===== src/rtl/gate_ex_pkg.sv =====
// Shared types and constants for the gate exerciser: FSM encoding,
// truth tables of common 2-input gates and counter widths.
package gate_ex_pkg;

    localparam int unsigned TIMER_W = 8;
    localparam int unsigned ERR_W   = 3;
    localparam int unsigned IDX_W   = 2;
    localparam int unsigned SWEEP_W = 4;
    localparam int unsigned VEC_N   = 4;

    typedef enum logic [1:0] {
        S_IDLE   = 2'd0,
        S_SETTLE = 2'd1,
        S_SAMPLE = 2'd2,
        S_DONE   = 2'd3
    } state_t;

    // Expected y indexed by {a,b}: bit0 = 00 ... bit3 = 11
    localparam logic [VEC_N-1:0] TT_NAND = 4'b0111;
    localparam logic [VEC_N-1:0] TT_AND  = 4'b1000;
    localparam logic [VEC_N-1:0] TT_OR   = 4'b1110;
    localparam logic [VEC_N-1:0] TT_NOR  = 4'b0001;
    localparam logic [VEC_N-1:0] TT_XOR  = 4'b0110;

    localparam logic [ERR_W-1:0] ERR_MAX = 3'd7;

    // Increment that sticks at the top of the error counter range
    function automatic logic [ERR_W-1:0] err_inc(input logic [ERR_W-1:0] v);
        return (v == ERR_MAX) ? v : v + ERR_W'(1);
    endfunction

endpackage


===== src/rtl/gate_ex_timer.sv =====
// 8-bit loadable down-counter used as the settle delay.
// expired is high while the count sits at 1 (last settle cycle).
module gate_ex_timer
    import gate_ex_pkg::*;
(
    input  logic               clk,
    input  logic               rst,
    input  logic               load,
    input  logic [TIMER_W-1:0] value,
    output logic               expired
);

    logic [TIMER_W-1:0] count;
    logic [TIMER_W-1:0] count_next;

    // Load has priority; otherwise count down and rest at zero
    always_comb begin
        count_next = count;
        if (load) begin
            count_next = value;
        end else if (count != '0) begin
            count_next = count - TIMER_W'(1);
        end
    end

    // Count register and registered expiry flag
    always_ff @(posedge clk) begin
        if (rst) begin
            count   <= '0;
            expired <= 1'b0;
        end else begin
            count   <= count_next;
            expired <= (count_next == TIMER_W'(1));
        end
    end

endmodule


===== src/rtl/gate_exerciser.sv =====
// Exercises a 2-input gate with all four {a,b} vectors, samples its output
// after a settle delay and scores it against a truth table.
// Optional build macro GATE_EX_STOP_ON_FAIL_EN: end the run at the first
// mismatching vector instead of completing every sweep.
module gate_exerciser
    import gate_ex_pkg::*;
#(
    parameter logic [VEC_N-1:0] TRUTH  = TT_NAND,
    parameter int unsigned      SETTLE = 2,
    parameter int unsigned      PASSES = 1
) (
    input  logic             clk,
    input  logic             rst,
    input  logic             start,
    input  logic             dut_y,
    output logic             dut_a,
    output logic             dut_b,
    output logic             busy,
    output logic             done,
    output logic             pass,
    output logic [ERR_W-1:0] err_cnt,
    output logic [VEC_N-1:0] fail_vec
);

`ifdef GATE_EX_STOP_ON_FAIL_EN
    localparam bit STOP_ON_FAIL = 1'b1;
`else
    localparam bit STOP_ON_FAIL = 1'b0;
`endif

    localparam logic [SWEEP_W-1:0] LAST_SWEEP = SWEEP_W'(PASSES - 1);
    localparam logic [TIMER_W-1:0] SETTLE_V   = TIMER_W'(SETTLE);
    localparam bit                 NO_SETTLE  = (SETTLE == 0);

    state_t               state;
    state_t               state_next;
    logic [IDX_W-1:0]     idx;
    logic [IDX_W-1:0]     idx_next;
    logic [SWEEP_W-1:0]   sweep;
    logic [SWEEP_W-1:0]   sweep_next;
    logic [ERR_W-1:0]     err_next;
    logic [VEC_N-1:0]     fvec_next;
    logic                 pass_next;
    logic                 busy_next;
    logic                 done_next;
    logic                 timer_load;
    logic                 timer_expired;
    logic                 mismatch;
    logic                 last_vec;

    // Vector drive comes straight from the index register
    assign dut_a = idx[1];
    assign dut_b = idx[0];

    // Settle delay counter, reloaded on entry to each vector
    gate_ex_timer u_timer (
        .clk     (clk),
        .rst     (rst),
        .load    (timer_load),
        .value   (SETTLE_V),
        .expired (timer_expired)
    );

    // State register plus the datapath registers it steers
    always_ff @(posedge clk) begin
        if (rst) begin
            state    <= S_IDLE;
            idx      <= '0;
            sweep    <= '0;
            err_cnt  <= '0;
            fail_vec <= '0;
            pass     <= 1'b0;
            busy     <= 1'b0;
            done     <= 1'b0;
        end else begin
            state    <= state_next;
            idx      <= idx_next;
            sweep    <= sweep_next;
            err_cnt  <= err_next;
            fail_vec <= fvec_next;
            pass     <= pass_next;
            busy     <= busy_next;
            done     <= done_next;
        end
    end

    // Next-state, scoreboard update and registered-output decode
    always_comb begin
        state_next = state;
        idx_next   = idx;
        sweep_next = sweep;
        err_next   = err_cnt;
        fvec_next  = fail_vec;
        pass_next  = pass;
        timer_load = 1'b0;
        mismatch   = 1'b0;
        last_vec   = 1'b0;

        case (state)
            S_IDLE: begin
                if (start) begin
                    err_next   = '0;
                    fvec_next  = '0;
                    pass_next  = 1'b0;
                    idx_next   = '0;
                    sweep_next = '0;
                    timer_load = 1'b1;
                    state_next = NO_SETTLE ? S_SAMPLE : S_SETTLE;
                end
            end
            S_SETTLE: begin
                if (timer_expired) begin
                    state_next = S_SAMPLE;
                end
            end
            S_SAMPLE: begin
                mismatch = (dut_y != TRUTH[idx]);
                last_vec = (idx == IDX_W'(VEC_N - 1)) && (sweep == LAST_SWEEP);
                if (mismatch) begin
                    fvec_next[idx] = 1'b1;
                    err_next       = err_inc(err_cnt);
                end
                if (last_vec || (STOP_ON_FAIL && mismatch)) begin
                    // pass is settled on entry to DONE so it is valid with the done pulse
                    pass_next  = (err_next == '0);
                    state_next = S_DONE;
                end else begin
                    idx_next   = idx + IDX_W'(1);
                    if (idx == IDX_W'(VEC_N - 1)) begin
                        sweep_next = sweep + SWEEP_W'(1);
                    end
                    timer_load = 1'b1;
                    state_next = NO_SETTLE ? S_SAMPLE : S_SETTLE;
                end
            end
            S_DONE: begin
                state_next = S_IDLE;
            end
            default: begin
                state_next = S_IDLE;
            end
        endcase

        busy_next = (state_next == S_SETTLE) || (state_next == S_SAMPLE);
        done_next = (state_next == S_DONE);
    end

endmodule


===== config.mk =====
export PLATFORM = sky130hd
export DESIGN_NAME = gate_exerciser
export DESIGN_NICKNAME = d
export VERILOG_FILES = /design/src/rtl/gate_ex_pkg.sv /design/src/rtl/gate_ex_timer.sv /design/src/rtl/gate_exerciser.sv
export SDC_FILE = /design/constraint.sdc
export NUM_CORES = 1
export LEC_CHECK = 0
export ABC_AREA = 0
export CORE_MARGIN = 3
export CORE_UTILIZATION = 45
export CTS_CLUSTER_SIZE = 10
export DETAILED_ROUTE_END_ITERATION = 10
export PLACE_DENSITY = 0.66
export SKIP_CTS_REPAIR_TIMING = 1
export SLEW_MARGIN = 30
export SYNTH_ARGS = -nofsm -noshare
export SYNTH_HDL_FRONTEND = slang
export SYNTH_SLANG_ARGS = --single-unit

===== constraint.sdc =====
create_clock -name clk -period 2.45 [get_ports clk]
set_clock_uncertainty 0.15 [all_clocks]
set_input_delay 0.49 -clock clk [delete_from_list [all_inputs] [get_ports clk]]
set_output_delay 0.49 -clock clk [all_outputs]
set_load 0.02 [all_outputs]

Word-level counts from Yosys, hierarchy flattened
Index checks and enable logic that the tools add are counted.
Storage, ports and cells
  flip-flop bits (word level): 27
  word-level logic and storage cells: 75
Cells by class
  add/subtract/negate cells: 4
  bitwise gates (word level): 1
  order comparisons: 2
  reductions and logical operators: 13
  eq/ne operators: 15
  multiplexer cells: 30
Operators by type and width (number)
  4-bit 2-to-1 mux: 4
  8-bit 2-to-1 mux: 2
  4-bit one-hot mux with 2 select lines: 2
  3-bit 2-to-1 mux: 4
  2-bit == test, second input constant: 5
  2-bit 2-to-1 mux: 5
  2-bit inequality test, second input constant: 5
  3-bit AND reduction: 3
  8-bit by 1-bit == test with 1-bit output, second input constant: 1
  2-bit one-hot mux with 4 select lines: 1
  8-bit nonzero test: 1
  8-bit by 1-bit subtractor with 8-bit output, second input constant: 1
  1-bit 2-to-1 mux: 6
  3-bit one-hot mux with 2 select lines: 1
  4-bit by 1-bit adder with 4-bit output, second input constant: 1
  2-bit by 1-bit == test with 1-bit output, second input constant: 2
  4-bit zero test: 1
  4-bit OR: 1
  1-bit one-hot mux with 2 select lines: 2
  2-bit one-hot mux with 2 select lines: 1
  4-bit AND reduction: 1
  3-bit by 1-bit adder with 3-bit output, second input constant: 1
  3-bit == test, second input constant: 1
  3-bit zero test: 1
  other kinds (11): 12

Depth between registers and ports, before layout
Gate-level depths: netlist (run 1).
  word-level depth: 8
  depth in mapped cells: 7
  depth with buffers taken out: 7

By module
A second synthesis (run 1) with hierarchy kept.
Second synthesis, totals
  cell total of the unflattened synthesis: 180
  area, all modules: 1577.8 µm²
Modules (own cells, without submodules)
  gate_exerciser: seq. area each 360.3 µm², area each 942.2 µm², times used 1, cells each 104
  gate_ex_timer: seq. area each 180.2 µm², area each 635.6 µm², times used 1, cells each 76

Worst setup path before layout (run 1)
Ideal clock, no wire load.
  path type: reg-to-reg
  start point: register idx[0]
  end point: register busy
  setup slack: 0.463 ns
  buffers on the path: 0
  clock period less this slack: 1.987 ns
  setup time: 0.128 ns
  arrival time: 1.709 ns
  stages on the path, launching flop included: 7
  required time: 2.172 ns
  cells stage by stage: dfxtp_1 > ha_1 > and4bb_2 > nand2_1 > o21ai_0 > ha_1 > nor2b_1
On the way
  longest elaborated chain between the ends: 6
  elaborated cells between the ends (all ways): 7
  classes of those cells: eq/ne (3); mux (2); reduce/logical (2)
Ends and longest elaborated chain
  start, declared: line gate_exerciser.sv:37  | logic [IDX_W-1:0] idx;
  start signal, assigned: line gate_exerciser.sv:77  | idx <= idx_next;
  2-bit == test *: line gate_exerciser.sv:118  | last_vec = (idx == IDX_W'(VEC_N - 1)) && (sweep == LAST_SWEEP);
  1-bit logical AND *: line gate_exerciser.sv:118
  2-bit 2-to-1 mux *: line gate_exerciser.sv:123  | if (last_vec || (STOP_ON_FAIL && mismatch)) begin
  2-bit one-hot mux with 4 select lines *: line gate_exerciser.sv:99  | case (state)
  net state_next[1]: line gate_exerciser.sv:36  | state_t state_next;
  2-bit by 1-bit == test with 1-bit output / 2-bit == test (equally long branches): line gate_exerciser.sv:144  | busy_next = (state_next == S_SETTLE) || (state_next == S_SAMPLE);
  1-bit logical OR *: line gate_exerciser.sv:144
  net busy_next: line gate_exerciser.sv:44  | logic busy_next;
  end signal, assigned: line gate_exerciser.sv:82  | busy <= busy_next;
  end, declared: line gate_exerciser.sv:18  | output logic busy,
The timed path passes the listed nets; every way through them passes the cells marked *.
A chain may end at the register's enable or synchronous reset.

Worst setup path in the final report (run 1)
  start point: register idx[0]
  end point: output dut_b
RTL lines
  end, declared: line gate_exerciser.sv:17  | output logic dut_b,
No word-level cell between the ends.

==> metrics.csv, run 1 <==
metric,value,unit
Synth cell types,46,
drt first pass iters,4,
Starting Density,0.487,
VDD IR max,451,µV
Area Overhead vs Synth,16.0,%
Num CTS Buffers,3,
Mapped Nets,163,
Max Root-Sink Buffers,2,
Rows,19,
PD cells,813,nW/µm²
"commonest non-fill, non-tap cell in the layout",dfxtp_1,
run status,finished clean,
clk slew on worst S/H paths,0.15,ns
post-route design area,1610,µm²
max-slew violations,0,
WP data arrival,1.44,ns
Flop pwr share,0.445,
Gate power share,0.408,
Placed Area,1590,µm²
largest net degree at the start of global routing,15,
Ports,16,
Post-Place Setup Slack,0.274,ns
Final min period,2.08,ns
"Async S/R FF share, synth",0,
Multi-input gate area,808,µm²
Buf/Inv on CP,1,
flop-to-flop setup slack,0.37,ns
Syn Inst Count,149,
Layout fillers,268,
Tightest Pin Transition,0.450,ns
drc violations,0,
first-pass GRT wire length,4370,µm
critical path class,register to output pin,
Die X,61.6,µm
crit-path max FO,6,
CTS H-tree depth,1,
vias per cell,5.39,
drt wl/cell,12.8,µm
Worst-Skew Late Latency,0.32,ns
cell family with most CP delay,buffers and inverters,
Final ANT Viol Nets,0,
number of synthesized flops with an enable pin,0,
dpl hpwl,1930,µm
Leak,0.611,nW
Crit. End Element,output pin,
YS warnings,0,
First DRT Iteration DRCs,55,
period utilisation layout,0.850,
switching share of power,0.372,
core area,2850,µm²
Max-slew headroom,0.698,
worst reg2reg path startpoint,idx[0]$_SDFFE_PP0P_,
share of layout cells above drive strength 1,0.112,
worst r2r dst,busy$_SDFF_PP0_,
gr usage total,0.153,
Root Driver,clkbuf_4,
Synth Register Bits,27,
crit path from,idx[0]$_SDFFE_PP0P_,
syn avg cell area,9.33,µm²
routed via count,1077,
CP Launch Type,register,
Worst setup endpoint,dut_b,
most frequent cells in the layout,"27 x dfxtp_1, 19 x nor2_1, 15 x clkdlybuf4s50_1",
crit-path cells,clkdlybuf4s50_1,
Clk pwr share,0.146,
ant diodes,0,
overflow left after global routing,0,
placer congestion estimate,0.723,
vias in the first global route,1007,
Max Cap Violations,0,
Max Freq,480,MHz
mapped cell area,1390,µm²
dominant synthesized flop cell,dfxtp_1,
CP max stage delay,0.66,ns
Switching Power,488,µW
total chip power,1.31,mW
Internal,823,µW
Hold Slack,0.340,ns
Final Hold Viols,0,
Crit path required time,1.81,ns
"slowest stage cell, crit path",clkdlybuf4s50_1,
CP Depth,1,
RSZ-0062 raised after global routing,no,
CTS tree,done,
die area,3790,µm²
R2R cell count,6,
Clock Sinks,27,
"Seq/Total Area, Yosys",0.389,
Setup WS post-layout,0.368,ns
TNS Setup,0,ns
Reg area,541,µm²
Hold Crit Class,register to register,
WL final,2570,µm
Die Y,61.6,µm
"Setup violations, final",0,
input/output buffers,15,
initial antenna violation count,0,
Final #Nets,184,
==> registers in the layout, indices dropped and copies added (netlist names), 2 cells and up <==
signal         count
err_cnt            3
sweep              4
state              2
u_timer.count      8
fail_vec           4
idx                2
==> layer usage <==
layer / GRT usage / vias up / part of all wire
met2: 0.224 / 15 / 0.42
met4: 0.0545 / 0 / 0.0070
li1: - / 558 / -
met3: 0.0314 / 2 / 0.032
met1: 0.221 / 502 / 0.54
met5: 0 / - / 0
==> cell usage after synthesis, types with 2 or more instances <==
cell type	instances	share of area
a21oi_1	14	0.050
nor3_1	2	0.0072
nor2_1	19	0.051
nor2b_1	5	0.023
nand2_1	10	0.027
o21ai_0	4	0.014
xnor2_1	5	0.032
dfxtp_1	27	0.39
inv_1	7	0.019
nand3b_1	2	0.011
nand3_1	7	0.025
ha_1	10	0.090
xor2_1	2	0.013
or3_1	3	0.014
==> final cells by class <==
cell class              count  area share
flip-flops and latches     27       0.335
repair buffers             18       0.107
well taps                  31      0.0240
clock buffers               4      0.0163
multi-input cells         113       0.501
inverters                   7      0.0163
==> worst reg2reg max path: stages, from the launching register on <==
cell and delay [ns]:
dfxtp_1 0.47, ha_1 0.41, and4bb_2 0.32, nand2_1 0.11, o21ai_0 0.15, ha_1 0.26, nor2b_1 0.12
==> power groups by stage <==
stage	logic, mW	registers [mW]	clock network [mW]
2_1_floorplan	0.422	0.587	0
3_5_place_dp	0.534	0.594	0
5_1_grt	0.597	0.597	0.221
6_report	0.536	0.584	0.192
4_1_cts	0.539	0.583	0.198
3_3_place_gp	0.518	0.588	0
==> worst min path at each step <==
stage | from | to | slack (ns) | cells after the start
detailed placement | fail_vec[1]$_SDFFE_PP0P_ | fail_vec[1]$_SDFFE_PP0P_ | 0.31 | 2
finish | fail_vec[3]$_SDFFE_PP0P_ | fail_vec[3]$_SDFFE_PP0P_ | 0.34 | 2
global placement | fail_vec[3]$_SDFFE_PP0P_ | fail_vec[3]$_SDFFE_PP0P_ | 0.31 | 2
floorplan | sweep[1]$_SDFFE_PP0P_ | sweep[1]$_SDFFE_PP0P_ | 0.31 | 2
global route | pass$_SDFFE_PP0P_ | pass$_SDFFE_PP0P_ | 0.38 | 2
CTS | pass$_SDFFE_PP0P_ | pass$_SDFFE_PP0P_ | 0.35 | 2
==> per-stage QoR <==
stage	cells	utilization
after floorplan	149	-
after global placement	196	0.556
after detailed placement	196	0.556
after CTS	200	0.565
after global routing	200	0.565
final	200	0.565
==> cell families (layout without fill, tap and decap cells) <==
kind of cell	after synthesis	count (layout)	synth area share
and+or+nand+nor	65	65	0.286
AOI/OAI and AO/OA	29	29	0.146
DFF	27	27	0.389
adders and majority gates	10	10	0.0900
buffers and inverters	9	29	0.0297
xor gates and xnor gates	7	7	0.0441
muxes	2	2	0.0153
Note: power is estimated with default switching activity, not from simulation.
==> run 2: changes to the inputs <==
--- a/config.mk
+++ b/config.mk
@@ -10,7 +10,7 @@
 export CORE_UTILIZATION = 45
 export CTS_CLUSTER_SIZE = 10
 export DETAILED_ROUTE_END_ITERATION = 10
-export PLACE_DENSITY = 0.66
+export PLACE_DENSITY = 0.69
 export SKIP_CTS_REPAIR_TIMING = 1
 export SLEW_MARGIN = 30
 export SYNTH_ARGS = -nofsm -noshare
==> constraint.sdc (replaced) <==
create_clock -name clk -period 1.9 [get_ports clk]
set_clock_uncertainty 0.15 [all_clocks]
set_input_delay 0.38 -clock clk [delete_from_list [all_inputs] [get_ports clk]]
set_output_delay 0.38 -clock clk [all_outputs]
set_load 0.02 [all_outputs]
==> metrics.csv, run 2 (same netlist as run 1, synthesis figures left out) <==
metric,value,unit
run status,finished clean,
die area,3790,µm²
cell family with most CP delay,buffers and inverters,
vias in the first global route,1111,
"Setup violations, final",0,
period utilisation layout,0.956,
Max Root-Sink Buffers,2,
crit-path cells,clkdlybuf4s50_1,
first-pass GRT wire length,4560,µm
Crit. End Element,output pin,
routed via count,1139,
core area,2850,µm²
CP max stage delay,0.61,ns
WL final,2760,µm
Clk pwr share,0.145,
input/output buffers,15,
RSZ-0062 raised after global routing,no,
Rows,19,
Worst-Skew Late Latency,0.32,ns
"slowest stage cell, crit path",clkdlybuf4s50_1,
total chip power,1.69,mW
Final Hold Viols,0,
PD cells,987,nW/µm²
WP data arrival,1.29,ns
Leak,0.770,nW
Max-slew headroom,0.721,
Max Cap Violations,0,
Root Driver,clkbuf_4,
"Core Util, Final",0.602,
Switching Power,620,µW
switching share of power,0.366,
CTS H-tree depth,1,
top flop regs,"u_timer.count x8, fail_vec x4, sweep x4",
max-slew violations,0,
Hold Slack,0.330,ns
Crit path required time,1.37,ns
vias per cell,5.42,
Final ANT Viol Nets,0,
Ports,16,
"commonest non-fill, non-tap cell in the layout",dfxtp_1,
Flop pwr share,0.442,
dpl hpwl,2130,µm
Final #Nets,194,
share of layout cells above drive strength 1,0.173,
largest net degree at the start of global routing,15,
First DRT Iteration DRCs,57,
Hold Crit Class,register to register,
Internal,1.07,mW
Final min period,1.82,ns
drc violations,0,
Gate power share,0.412,
initial antenna violation count,0,
Tightest Pin Transition,0.417,ns
post-route design area,1720,µm²
most frequent cells in the layout,"26 x dfxtp_1, 19 x nor2_1, 14 x a21oi_1",
gr usage total,0.162,
TNS Setup,0,ns
VDD IR max,424,µV
Max Freq,550,MHz
CTS tree,done,
Area Overhead vs Synth,23.5,%
Placed Area,1670,µm²
Clock Sinks,27,
Top reg by flops,u_timer.count,
critical path class,register to output pin,
max reg flops,8,
Starting Density,0.487,
Num CTS Buffers,3,
clk slew on worst S/H paths,0.14,ns
drt wl/cell,13.1,µm
CP Launch Type,register,
Die Y,61.6,µm
drt first pass iters,4,
Die X,61.6,µm
placer congestion estimate,0.841,
crit-path max FO,2,
overflow left after global routing,0,
ant diodes,0,
Buf/Inv on CP,1,
-- run 2: area by class of cell --
cell class | count | area (µm²)
clock buffer | 4 | 26.3
timing repair buffer | 28 | 263
multi-input combinational | 113 | 821
sequential | 27 | 542
inverter | 7 | 26.3
tap | 31 | 38.8
fill | 239 | 1140
-- run 2: power by group through the flow --
stage	clock network, mW	logic (mW)	registers, mW
after CTS	0.256	0.704	0.750
after floorplan	0	0.544	0.757
final	0.246	0.698	0.749
after detailed placement	0	0.700	0.763
after global placement	0	0.680	0.757
after global routing	0.287	0.783	0.764
-- run 2: layer usage --
metal / vias to the layer above / track usage / part of all wire
met3: 8 / 0.0524 / 0.028
li1: 579 / - / -
met2: 14 / 0.269 / 0.48
met1: 538 / 0.192 / 0.47
met4: 0 / 0.0636 / 0.024
met5: - / 0 / 0
-- run 2: through the flow --
stage | worst slack (ns) | instances
3_5_place_dp | -0.125 | 206
6_report | 0.0831 | 210
2_1_floorplan | 0.0644 | 149
3_3_place_gp | -0.0908 | 206
5_1_grt | 0.00307 | 210
4_1_cts | -0.116 | 210
-- run 2: worst paths after layout --
path / from / depth (start not counted) / slack, ns / to
worst max-delay path: fail_vec[1]$_SDFFE_PP0P_ / 1 / 0.08 / fail_vec[1]
worst min-delay path: sweep[1]$_SDFFE_PP0P_ / 2 / 0.33 / sweep[1]$_SDFFE_PP0P_
worst max register to register: sweep[0]$_SDFFE_PP0P_ / 7 / 0.11 / busy$_SDFF_PP0_
worst min register to register: sweep[1]$_SDFFE_PP0P_ / 2 / 0.33 / sweep[1]$_SDFFE_PP0P_
==> run 3: changes to the inputs <==
--- a/config.mk
+++ b/config.mk
@@ -11,6 +11,7 @@
 export CTS_CLUSTER_SIZE = 10
 export DETAILED_ROUTE_END_ITERATION = 10
 export PLACE_DENSITY = 0.69
+export SETUP_SLACK_MARGIN = 0.02
 export SKIP_CTS_REPAIR_TIMING = 1
 export SLEW_MARGIN = 30
 export SYNTH_ARGS = -nofsm -noshare
==> metrics.csv, run 3 (same netlist as run 1, synthesis figures left out) <==
metric,value,unit
post-route design area,1720,µm²
CTS H-tree depth,1,
Area Overhead vs Synth,23.9,%
vias per cell,5.48,
ant diodes,0,
Final Hold Viols,0,
Clock Sinks,27,
Layout fillers,239,
Max Freq,554,MHz
worst r2r dst,busy$_SDFF_PP0_,
Top reg by flops,u_timer.count,
total chip power,1.69,mW
Final min period,1.81,ns
placed insts,206,
Root Driver,clkbuf_4,
WHS Path Cells,2,
run status,finished clean,
drt wl/cell,13.2,µm
Finished Layout Cells,210,
drt first pass iters,4,
worst reg2reg path startpoint,idx[1]$_SDFFE_PP0P_,
cell family with most CP delay,buffers and inverters,
clk slew on worst S/H paths,0.14,ns
placer congestion estimate,0.841,
RSZ-0062 raised after global routing,no,
Hold Slack,0.331,ns
hold_sp,sweep[1]$_SDFFE_PP0P_,
R2R cell count,6,
routed via count,1151,
Final ANT Viol Nets,0,
core area,2850,µm²
VDD IR max,430,µV
TNS Setup,0,ns
vias in the first global route,1111,
Setup WS post-layout,0.0941,ns
Post-Place Setup Slack,-0.125,ns
Placed Area,1670,µm²
dpl hpwl,2130,µm
die area,3790,µm²
WL final,2760,µm
Die X,61.6,µm
period utilisation layout,0.950,
First DRT Iteration DRCs,58,
"commonest non-fill, non-tap cell in the layout",dfxtp_1,
Die Y,61.6,µm
Starting Density,0.487,
Leak,0.788,nW
PD cells,983,nW/µm²
critical path class,register to output pin,
"slowest stage cell, crit path",clkdlybuf4s50_1,
initial antenna violation count,0,
"Core Util, Final",0.604,
Final #Nets,194,
crit-path max FO,2,
flop-to-flop setup slack,0.13,ns
drc violations,0,
Worst-Skew Late Latency,0.32,ns
Num CTS Buffers,3,
Tightest Pin Transition,0.416,ns
Crit. End Element,output pin,
Hold Crit Class,register to register,
top flop regs,"u_timer.count x8, fail_vec x4, sweep x4",
crit-path cells,clkdlybuf4s50_1,
CP Launch Type,register,
CTS tree,done,
"Setup violations, final",0,
largest net degree at the start of global routing,15,
input/output buffers,15,
max-slew violations,0,
max reg flops,8,
hold endpoint,sweep[1]$_SDFFE_PP0P_,
WP data arrival,1.28,ns
most frequent cells in the layout,"26 x dfxtp_1, 19 x nor2_1, 14 x a21oi_1",
Buf/Inv on CP,1,
Max Cap Violations,0,
Crit path required time,1.37,ns
gr usage total,0.162,
Max Root-Sink Buffers,2,
Ports,16,
Rows,19,
CP max stage delay,0.60,ns
first-pass GRT wire length,4560,µm
Max-slew headroom,0.721,
share of layout cells above drive strength 1,0.179,
overflow left after global routing,0,
crit path from,fail_vec[0]$_SDFFE_PP0P_,
-- run 3: changes by cell type in the layout (fill, tap and decap cells not counted) --
cell,previous run,this run
clkdlybuf4s50_1,9,8
dlymetal6s2s_1,6,7
ha_1,9,8
ha_2,0,1
-- run 3: worst register-to-register path, cell delays in order, from the launching register on --
cell and delay (ns):
dfxtp_1 0.45, ha_4 0.23, and4bb_2 0.28, nand2_1 0.09, o21ai_0 0.10, ha_1 0.26, nor2b_1 0.13
-- run 3: cell type report --
type / count / area (µm²) / share of cell area
Clock buffer: 4 / 26.3 / 0.0153
Inverter: 7 / 26.3 / 0.0153
Multi-Input combinational cell: 113 / 823 / 0.478
Sequential cell: 27 / 542 / 0.315
Tap cell: 31 / 38.8 / 0.0225
Timing Repair Buffer: 28 / 265 / 0.154
-- run 3: worst max-delay path by stage --
stage	slack [ns]	cells after the start	endpoint
after floorplan	0.06	6	busy$_SDFF_PP0_
after global placement	-0.09	5	sweep[3]$_SDFFE_PP0P_
after detailed placement	-0.13	5	sweep[3]$_SDFFE_PP0P_
after CTS	-0.12	2	dut_b
after global routing	0.03	5	u_timer.expired$_SDFF_PP0_
final	0.09	1	fail_vec[0]
-- run 3: report_power, final --
part | total, mW | internal [mW] | leakage [nW] | switching (mW)
clock | 0.246 | 0.0822 | 0.0150 | 0.163
sequential | 0.749 | 0.649 | 0.220 | 0.100
combinational | 0.698 | 0.343 | 0.553 | 0.355
total | 1.69 | 1.07 | 0.788 | 0.619
-- run 3: per-layer routing --
layer / wire length, µm / vias to the layer above / GRT usage
li1: - / 581 / -
met1: 1280 / 544 / 0.192
met2: 1330 / 17 / 0.269
met3: 88 / 9 / 0.0524
met4: 67 / 0 / 0.0636
met5: 0 / - / 0
